--- src/rtl/crc_word_unpacker.sv ---
`default_nettype none
// ============================================================================
//  Module   : crc_word_unpacker
//  Purpose  : Buffers 8/16/32-bit register writes in a small word FIFO and
//             serialises them into a byte stream for a downstream CRC engine.
//             The byte order within a word is set by MSB_FIRST.
//  Ports    : clk, rst            - clock, synchronous active-high reset
//             wr_en/wr_size/wr_data/wr_ready - register-side write port
//             flush               - drop all buffered and in-flight data
//             byte_out/byte_valid/byte_ready - byte stream handshake
//             level, busy         - buffer occupancy / activity status
//             overflow, ovf_clr   - sticky dropped-write flag and its clear
//             bytes_total         - wrapping count of bytes handed downstream
//  Revision : 1.0  initial release
// ============================================================================
module crc_word_unpacker #(
    parameter int DEPTH     = 4,     // 2, 4 or 8 word entries
    parameter bit MSB_FIRST = 1'b0
) (
    input  logic        clk,
    input  logic        rst,
    input  logic        wr_en,
    input  logic [1:0]  wr_size,
    input  logic [31:0] wr_data,
    output logic        wr_ready,
    input  logic        flush,
    output logic [7:0]  byte_out,
    output logic        byte_valid,
    input  logic        byte_ready,
    output logic [3:0]  level,
    output logic        busy,
    output logic        overflow,
    input  logic        ovf_clr,
    output logic [15:0] bytes_total
);

    localparam int         PW      = $clog2(DEPTH);
    localparam logic [3:0] C_DEPTH = 4'(DEPTH);

    typedef enum logic [0:0] {
        ST_IDLE  = 1'b0,
        ST_SHIFT = 1'b1
    } state_t;

    state_t          state_q, state_d;
    logic [31:0]     shift_q, shift_d;
    logic [2:0]      rem_q, rem_d;
    logic [3:0]      level_q, level_d;
    logic [PW-1:0]   wr_ptr_q, wr_ptr_d;
    logic [PW-1:0]   rd_ptr_q, rd_ptr_d;
    logic            ovf_q, ovf_d;
    logic [15:0]     total_q, total_d;

    // Word storage; byte count kept alongside as 1, 2 or 4
    logic [31:0]     mem_data_q [DEPTH];
    logic [2:0]      mem_cnt_q  [DEPTH];

    logic            w_wr_req;
    logic            w_push;
    logic            w_drop;
    logic            w_xfer;
    logic            w_last;
    logic            w_pop;
    logic [2:0]      w_wr_cnt;
    logic [31:0]     w_wr_data;
    logic [31:0]     w_head_data;
    logic [2:0]      w_head_cnt;
    logic [31:0]     w_load_word;
    logic [31:0]     w_shift_next;

    // Write classification; admission uses registered level only
    assign w_wr_req = wr_en && (wr_size != 2'b11) && !flush;
    assign w_push   = w_wr_req && (level_q < C_DEPTH);
    assign w_drop   = w_wr_req && (level_q == C_DEPTH);

    assign w_xfer   = (state_q == ST_SHIFT) && byte_ready;
    assign w_last   = w_xfer && (rem_q == 3'd1);
    assign w_pop    = !flush && (level_q != 4'd0) &&
                      ((state_q == ST_IDLE) || w_last);

    // Unused upper bytes are zeroed so the shifter empties to zero
    always_comb begin
        w_wr_cnt  = 3'd4;
        w_wr_data = wr_data;
        case (wr_size)
            2'b00: begin
                w_wr_cnt  = 3'd1;
                w_wr_data = {24'h0, wr_data[7:0]};
            end
            2'b01: begin
                w_wr_cnt  = 3'd2;
                w_wr_data = {16'h0, wr_data[15:0]};
            end
            default: begin
                w_wr_cnt  = 3'd4;
                w_wr_data = wr_data;
            end
        endcase
    end

    assign w_head_data = mem_data_q[rd_ptr_q];
    assign w_head_cnt  = mem_cnt_q[rd_ptr_q];

    // MSB-first: left-justify the valid bytes so the top byte goes out first
    always_comb begin
        w_load_word = w_head_data;
        if (MSB_FIRST) begin
            case (w_head_cnt)
                3'd1:    w_load_word = w_head_data << 24;
                3'd2:    w_load_word = w_head_data << 16;
                default: w_load_word = w_head_data;
            endcase
        end
    end

    assign w_shift_next = MSB_FIRST ? (shift_q << 8) : (shift_q >> 8);

    // Next-state logic
    always_comb begin
        state_d  = state_q;
        shift_d  = shift_q;
        rem_d    = rem_q;
        level_d  = level_q + {3'b000, w_push} - {3'b000, w_pop};
        wr_ptr_d = w_push ? wr_ptr_q + PW'(1) : wr_ptr_q;
        rd_ptr_d = w_pop  ? rd_ptr_q + PW'(1) : rd_ptr_q;
        total_d  = w_xfer ? total_q + 16'd1 : total_q;
        ovf_d    = ovf_q;

        // Set wins over clear
        if (w_drop) begin
            ovf_d = 1'b1;
        end else if (ovf_clr) begin
            ovf_d = 1'b0;
        end

        case (state_q)
            ST_IDLE: begin
                if (w_pop) begin
                    shift_d = w_load_word;
                    rem_d   = w_head_cnt;
                    state_d = ST_SHIFT;
                end
            end
            ST_SHIFT: begin
                if (w_last) begin
                    if (w_pop) begin
                        // Back-to-back word: reload at the same edge
                        shift_d = w_load_word;
                        rem_d   = w_head_cnt;
                    end else begin
                        shift_d = 32'h0;
                        rem_d   = 3'd0;
                        state_d = ST_IDLE;
                    end
                end else if (w_xfer) begin
                    shift_d = w_shift_next;
                    rem_d   = rem_q - 3'd1;
                end
            end
            default: state_d = ST_IDLE;
        endcase

        // Flush overrides buffer and shifter updates; the byte counter is kept
        if (flush) begin
            state_d  = ST_IDLE;
            shift_d  = 32'h0;
            rem_d    = 3'd0;
            level_d  = 4'd0;
            wr_ptr_d = '0;
            rd_ptr_d = '0;
        end
    end

    always_ff @(posedge clk) begin
        if (rst) begin
            state_q  <= ST_IDLE;
            shift_q  <= 32'h0;
            rem_q    <= 3'd0;
            level_q  <= 4'd0;
            wr_ptr_q <= '0;
            rd_ptr_q <= '0;
            ovf_q    <= 1'b0;
            total_q  <= 16'h0;
        end else begin
            state_q  <= state_d;
            shift_q  <= shift_d;
            rem_q    <= rem_d;
            level_q  <= level_d;
            wr_ptr_q <= wr_ptr_d;
            rd_ptr_q <= rd_ptr_d;
            ovf_q    <= ovf_d;
            total_q  <= total_d;
        end
    end

    // Storage array needs no reset; occupancy is tracked by level/pointers
    always_ff @(posedge clk) begin
        if (!rst && w_push) begin
            mem_data_q[wr_ptr_q] <= w_wr_data;
            mem_cnt_q[wr_ptr_q]  <= w_wr_cnt;
        end
    end

    assign wr_ready    = (level_q < C_DEPTH);
    assign byte_valid  = (state_q == ST_SHIFT);
    assign byte_out    = MSB_FIRST ? shift_q[31:24] : shift_q[7:0];
    assign level       = level_q;
    assign busy        = (state_q == ST_SHIFT) || (level_q != 4'd0);
    assign overflow    = ovf_q;
    assign bytes_total = total_q;

endmodule
`default_nettype wire
--- config.mk ---
export PLATFORM = sky130hd
export DESIGN_NAME = crc_word_unpacker
export DESIGN_NICKNAME = d
export VERILOG_FILES = /design/src/rtl/crc_word_unpacker.sv
export SDC_FILE = /design/constraint.sdc
export NUM_CORES = 1
export LEC_CHECK = 0
export CAP_MARGIN = 20
export CORE_ASPECT_RATIO = 0.6
export CORE_MARGIN = 3
export CORE_UTILIZATION = 57
export CTS_CLUSTER_SIZE = 16
export DETAILED_ROUTE_END_ITERATION = 8
export PLACE_DENSITY_LB_ADDON = 0.1
export SLEW_MARGIN = 40
export SYNTH_ARGS = -nofsm -noshare
export SYNTH_HDL_FRONTEND = slang
export SYNTH_SLANG_ARGS = --single-unit
--- constraint.sdc ---
create_clock -name clk -period 2.5 [get_ports clk]
set_clock_uncertainty 0.1 [all_clocks]
set_input_delay 0.25 -clock clk [delete_from_list [all_inputs] [get_ports clk]]
set_output_delay 0.25 -clock clk [all_outputs]
set_load 0.01 [all_outputs]
=== Word-level counts from Yosys, hierarchy flattened ===
Memories as Yosys holds them, arrays and structs flattened. A register that Yosys moved wholly into a read port is not among the register bits.
Index checks and enable logic that the tools add are counted.

* Register bits after elaboration: 61
* Memory bits (writable): 140
* Word-level logic and storage cells: 65
* Memories: 2

* $add $sub $neg: 6
* Order comparisons: 1
* Equal/unequal tests: 6
* Muxes and demuxes: 23
* Bitwise logic cells: 1
* Reduce and logical (&&, ||, !) cells: 18

{| class="wikitable"
|+ Memories
! name !! depth !! width !! read ports !! clocked after memory_dff !! write ports !! RTL line !! RTL
|-
| mem_data_q || 4 || 32 || 1 || 1 || 1 || 55 || <nowiki>logic [31:0] mem_data_q [DEPTH];</nowiki>
|-
| mem_cnt_q || 4 || 3 || 1 || 1 || 1 || 56 || <nowiki>logic [2:0] mem_cnt_q [DEPTH];</nowiki>
|}

{| class="wikitable"
|+ Operators with widths
! cell !! number
|-
| $mux 32 || 4
|-
| $pmux 32 s2 || 2
|-
| $add 16x1->16 const B || 1
|-
| $mux 3 || 4
|-
| $pmux 3 s2 || 2
|-
| $logic_and 1x1->1 || 9
|-
| $mux 2 || 4
|-
| $mux 1 || 6
|-
| $add 2x1->2 const B || 2
|-
| $add 4x1->4 || 1
|-
| $eq 4x3->1 const B || 1
|-
| $lt 4x3->1 const B || 1
|-
| $ne 2x2->1 const B || 2
|-
| $reduce_bool 4->1 || 1
|-
| $sub 4x1->4 || 1
|-
| $eq 3x1->1 const B || 1
|-
| $ne 3x1->1 const B || 1
|-
| $sub 3x1->3 const B || 1
|-
| $eq 2x1->1 const B || 1
|-
| $logic_not 1->1 || 2
|-
| $logic_not 2->1 || 1
|-
| $logic_or 1x1->1 || 2
|-
| $pmux 1 s2 || 1
|-
| $reduce_and 2->1 || 1
|-
| other kinds (3) || 3
|}

=== Longest topological paths before layout ===
Gate-level depths: netlist of run 1.

* Depth in word-level cells: 7
* Depth in mapped cells: 11
* Gate-level depth less buffers: 11

=== Least setup slack after synthesis of run 1 ===
Ideal clock, no wire load.

* Path type: register to register
* Start: reg level_q[2], in the netlist level[2]
* End: reg level_q[1], in the netlist level[1]
* Library setup time: 0.115 ns
* Arrival: 2.225 ns
* Data required time: 2.285 ns
* Setup slack: 0.061 ns
* Cell stages (with the launch flop): 10
* Buffers on the path: 0
* Cell sequence: dfxtp_1 -> inv_1 -> ha_1 -> nor3b_4 -> a211oi_2 -> ha_1 -> inv_1 -> ha_1 -> fa_1 -> and2_1

* Cells in the longest elaborated chain, start to end: 4
* Elaborated cells on any way between the ends: 7
* Those cells by class: add/sub: 2; order compare: 1; reduce/logical: 4

{| class="wikitable"
|+ Ends and longest elaborated chain
! what !! RTL line !! RTL
|-
| start, declared || 48 || <nowiki>logic [3:0] level_q, level_d;</nowiki>
|-
| start signal, assigned || 188 || <nowiki>level_q <= level_d;</nowiki>
|-
| $lt 4x3->1 || -- ||
|-
| via wr_ready || 25 || <nowiki>output logic wr_ready,</nowiki>
|-
| $logic_and 1x1->1 || 73 || <nowiki>assign w_push = w_wr_req && (level_q < C_DEPTH);</nowiki>
|-
| $add 4x1->4 || 123 || <nowiki>level_d = level_q + {3'b000, w_push} - {3'b000, w_pop};</nowiki>
|-
| $sub 4x1->4 || 123 ||
|}

The timed path passes the listed nets, and every way through them passes these cells.
A chain may end at the register's enable or synchronous reset.

=== Worst setup path after layout of run 1 ===
* Start: reg level_q[2], in the netlist level[2]
* End: reg level_q[3], in the netlist level[3]

* Cells in the longest elaborated chain, start to end: 4
* Elaborated cells on any way between the ends: 7
* Those cells by class: add/sub: 2; order compare: 1; reduce/logical: 4

{| class="wikitable"
|+ Ends and longest elaborated chain
! what !! RTL line !! RTL
|-
| $reduce_bool 4->1 || 78 || <nowiki>assign w_pop = !flush && (level_q != 4'd0) &&</nowiki>
|-
| $logic_and 1x1->1 (2 in a row) || 78 ||
|-
| via w_pop || 63 || <nowiki>logic w_pop;</nowiki>
|-
| $sub 4x1->4 || 123 ||
|}

The timed path passes the listed nets, and every way through them passes these cells.

==> results.toml, run 1 <==
[global_route]
grtUsageTotal = 0.213
antenna_found_initial = 0
grt_overflow = 0
grt_pass1_wl_mm = 26.6
grt_max_degree = 37
grt_pass1_vias = 4878

[cts]
insertion_delay_ns = 0.49
numCtsBuffers = 19
clock-sinks = 203
clock_path_buffers = 3
htreeDepth = 1
ctsHoldBuffers = 0
clk_pin_slew_ns = 0.07
root_buffer = "clkbuf_16"
cts_tree = "built"
cts_setup_buffers = 0
cts_resized = 0

[logic_synthesis]
ys_ff_latch = 203
synth-async-reset-ratio = 0
ys_seq_area_frac = 0.669
syn-num-nets = 592
syn-cell-area_um2 = 8170
yosys_most_used_dff = "edfxtp_1"
synth_area_leader_cell = "edfxtp_1"
synth_top_area_frac = 0.515
yosysWarningCount = 0
synth_cell_types = 49
synth_edf_count = 140
synth_cells = 538
yosys-top-cells-area = "edfxtp_1 (51%), dfxtp_1 (15%), mux4_2 (9.7%)"
avgSynthCellArea_um2 = 15.2

[power_and_ir_drop]
irDropWorstVdd_mv = 0.628
p_leak_uw = 0.00329
pwr_density_cell_nw_per_um2 = 835

[timing]
max_slew.worst_pin.slew_ns = 0.611
fin_setup_tns_ns = 0
relSlewSlack = 0.592
fin_crit_ns = 2.40
post-route-period-util = 0.959
maxSlewViolCount = 0
max_freq_mhz = 417
hold_violations = 0
setup_viol_count_final = 0

[die]
pin_count = 72
core-area_um2 = 13800
rows = 33
die_x_um = 161
die_area_um2 = 15800
start_util = 0.590
die_y_um = 98.7

[detailed_routing]
dr.pass1.iters = 5
viasPerCell = 5.86
routed_wirelength_mm = 16.5
route.detailed.drc = 0
drt.antenna.violating_nets = 0
vias = 4800
wl_per_cell_um = 20.2
drt_iter0_drc = 443

[setup_path]
path_class = "reg2reg"
crit_path_end_kind = "flop"
critPathMaxFanout = 3
startpoint_type = "flop"
worstPathArrival_ns = 2.65
crit_required_ns = 2.76

[status]
status = "finished, final reports clean"

[placement]
place_area_um2 = 9130
port-buffer-count = 71
globalplace.congestion = 0.768
dpl.hpwl_mm = 10.0

[final_layout]
drive_gt1_frac = 0.164
layout_commonest_cell = "edfxtp_1"
syn2layout_area_growth_pct = 19.7
nets = 668
final_cell_mix = "edfxtp_1 (140), clkdlybuf4s50_1 (70), dfxtp_1 (62), nor2_1 (43), mux4_2 (35)"
stdcell_area_um2 = 9780
diodes = 0

[job]
timing.max_cap.violations = 0

[min_path]
hold_path_class = "in2reg"
## cells by family (layout without fill, tap and decap cells)
logic type / count (synthesis) / after routing / synth area share
AO/OA/AOI/OAI: 86 / 86 / 0.0729
XOR/XNOR: 14 / 14 / 0.0150
adder cells (fa/ha/maj): 14 / 14 / 0.0224
buffers and inverters: 53 / 142 / 0.0362
flip-flops: 203 / 203 / 0.669
multiplexers: 36 / 36 / 0.0977
AND/OR/NAND/NOR: 132 / 132 / 0.0866
## registers in the layout, indices dropped and copies added, names as in the netlist, named ones only
| name | flops |
|---|---|
| mem_data_q | 128 |
| shift_q | 32 |
| bytes_total | 16 |
| mem_cnt_q | 12 |
| level | 4 |
| rem_q | 3 |
| rd_ptr_q | 2 |
| wr_ptr_q | 2 |
| byte_valid | 1 |
| overflow | 1 |
## metal layers
layer	wire, µm	global-route usage
met4	242	0.0433
met5	0	0
met3	1040	0.0433
met2	7520	0.328
met1	7730	0.321
## where the power goes
group          internal, µW  switching (µW)
combinational           611             761
clock                  1780            1200
sequential             3740            82.3
## final timing paths
path                    start           to  slack, ns  depth (start not counted)
setup / recovery     level[2]     level[3]       0.10                         11
hold / removal          wr_en     overflow       0.29                          3
setup reg to reg     level[2]     level[3]       0.10                         11
hold reg to reg   shift_q[27]  shift_q[27]       0.36                          2
## critical path, stage by stage (launching register included)
cell and delay [ns]:
dfxtp_1 0.37, inv_1 0.08, ha_1 0.24, nor3b_4 0.17, a211oi_2 0.24, ha_1 0.19, inv_1 0.07, ha_1 0.28
a21o_1 0.19, a21oi_2 0.15, xnor2_1 0.15, nor2_1 0.05
## per-stage QoR
stage,utilization,worst slack (ns),hold WS (ns),instances,total power [µW]
finish,0.707,0.103,0.291,819,8170
global route,0.707,-0.0159,0.298,819,8500
CTS,0.706,0.00972,0.284,819,8210
detailed placement,0.660,0.0372,0.345,785,5250
global placement,0.660,0.136,0.345,785,5210
floorplan,-,0.0605,0.249,538,4770
## cell usage after synthesis (5+ instances only)
cell / instances
a221oi_1: 25
buf_2: 10
nor2b_1: 9
dfxtp_1: 63
ha_1: 13
a21oi_1: 19
nand3_1: 14
o21ai_0: 26
and2_1: 23
buf_4: 12
mux4_2: 35
edfxtp_1: 140
nand2_1: 17
clkbuf_1: 11
buf_6: 5
nor2_1: 44
inv_1: 11
xor2_1: 10
## cell type report
type / instances / area, µm²
flip-flops and latches: 203 / 5470
clock inverters: 7 / 113
multi-input cells: 282 / 2420
well taps: 192 / 240
inverters: 11 / 41.3
repair buffers: 97 / 971
clock buffers: 27 / 526
fillers: 931 / 4050
(Power assumes the default switching activity.)
==> run 2, diff against run 1 <==
- MAX_ROUTING_LAYER: not set -> met4
==> results.toml, run 2 (same netlist as run 1, synthesis figures left out) <==
[status]
status = "finished, final reports clean"

[die]
start_util = 0.590
die_y_um = 98.7
rows = 33
die_x_um = 161
core-area_um2 = 13800
die_area_um2 = 15800
pin_count = 72

[detailed_routing]
viasPerCell = 5.86
dr.pass1.iters = 5
drt.antenna.violating_nets = 0
drt_iter0_drc = 496
routed_wirelength_mm = 16.5
vias = 4803
wl_per_cell_um = 20.2
route.detailed.drc = 0

[timing]
relSlewSlack = 0.605
maxSlewViolCount = 0
setup_viol_count_final = 0
fin_crit_ns = 2.41
max_slew.worst_pin.slew_ns = 0.592
hold_violations = 0
max_freq_mhz = 416
post-route-period-util = 0.962

[setup_path]
worstPathArrival_ns = 2.66
path_class = "reg2reg"
startpoint_type = "flop"
r2r_slack_ns = 0.09
critPathMaxFanout = 3
rr_endpoint = "level[3]"
timing.rr.start = "level[2]"
crit_path_end_kind = "flop"
crit_required_ns = 2.76
r2r_cells = 11

[global_route]
antenna_found_initial = 0
grt_pass1_wl_mm = 26.6
grt_max_degree = 37
grt_pass1_vias = 4875
grt_overflow = 0
grtUsageTotal = 0.220

[final_layout]
layout_commonest_cell = "edfxtp_1"
diodes = 0
syn2layout_area_growth_pct = 19.7
nets = 668
largest-register = "mem_data_q"
largest_reg_flops = 128
final_cell_mix = "edfxtp_1 (140), clkdlybuf4s50_1 (70), dfxtp_1 (62), nor2_1 (43), mux4_2 (35)"
drive_gt1_frac = 0.164
fin_util = 0.707

[placement]
port-buffer-count = 71
dpl.hpwl_mm = 10.0
globalplace.congestion = 0.778

[cts]
clk_pin_slew_ns = 0.07
htreeDepth = 1
numCtsBuffers = 19
root_buffer = "clkbuf_16"
clock-sinks = 203
clock_path_buffers = 3
cts_tree = "built"
ctsHoldBuffers = 0
insertion_delay_ns = 0.49

[min_path]
hold_path_class = "in2reg"
hold_end = "overflow"
worst_hold_startpoint = "wr_en"
hold_depth = 3

[power_and_ir_drop]
p_leak_uw = 0.00329
irDropWorstVdd_mv = 0.629
power_uw = 8170
pwr_density_cell_nw_per_um2 = 836

[job]
timing.max_cap.violations = 0
[run 2: cell counts in the layout (fill, tap and decap cells not counted)]
Identical to the previous run, type by type.
[run 2: cell type report]
| class | instances | area, µm² |
|---|---|---|
| clock buffers | 27 | 526 |
| clock inverters | 7 | 113 |
| fillers | 931 | 4050 |
| inverters | 11 | 41.3 |
| multi-input cells | 282 | 2420 |
| flip-flops and latches | 203 | 5470 |
| well taps | 192 | 240 |
| repair buffers | 97 | 971 |
[run 2: per-stage QoR]
step / setup TNS [ns] / worst slack (ns) / instance area (µm²) / hold WS [ns] / cells
after floorplan: 0 / 0.0605 / 8170 / 0.249 / 538
after CTS: 0 / 0.00972 / 9770 / 0.284 / 819
after global routing: -0.0159 / -0.0159 / 9780 / 0.298 / 819
after global placement: 0 / 0.136 / 9130 / 0.345 / 785
final: 0 / 0.0949 / 9780 / 0.292 / 819
after detailed placement: 0 / 0.0372 / 9130 / 0.345 / 785
[run 2: worst max path at each step]
stage                          start  endpoint  slack, ns  depth (start not counted)
after floorplan             level[2]  level[1]       0.06                          9
after global placement    byte_ready  level[3]       0.14                         10
after detailed placement  byte_ready  level[3]       0.04                         10
after CTS                   level[2]      busy       0.01                          6
after global routing        level[2]  level[3]      -0.02                         11
final                       level[2]  level[3]       0.09                         11
[run 2: worst max-delay path: stages (launching register included)]
cell and delay [ns]:
dfxtp_1 0.37, inv_1 0.09, ha_1 0.24, nor3b_4 0.17, a211oi_2 0.24, ha_1 0.19
inv_1 0.07, ha_1 0.28, a21o_1 0.19, a21oi_2 0.15, xnor2_1 0.14, nor2_1 0.05
[run 2: timing repair]
item | in CTS | in global routing
buffers inserted | 0 | 0
resized for setup | 0 | 2
hold endpoints to repair | 0 | 0
setup endpoints to repair | 0 | 2
[run 2: where the power goes]
| part | switching, µW | internal, µW | total (µW) |
|---|---|---|---|
| logic | 760 | 611 | 1370 |
| registers | 81.8 | 3740 | 3820 |
| clock network | 1200 | 1780 | 2980 |
| total | 2040 | 6130 | 8170 |
[run 2: per-layer routing]
metal	track usage	vias to the layer above	part of all wire
met2	0.329	167	0.45
met3	0.0428	26	0.066
met5	-	-	0
li1	-	2196	-
met4	0.0433	0	0.014
met1	0.322	2414	0.47
==> run 3, diff against run 2 <==
- GPL_ROUTABILITY_DRIVEN: not set -> 1
==> results of run 3 <==
No change in the layout: final DEF, timing and power equal those of run 2.
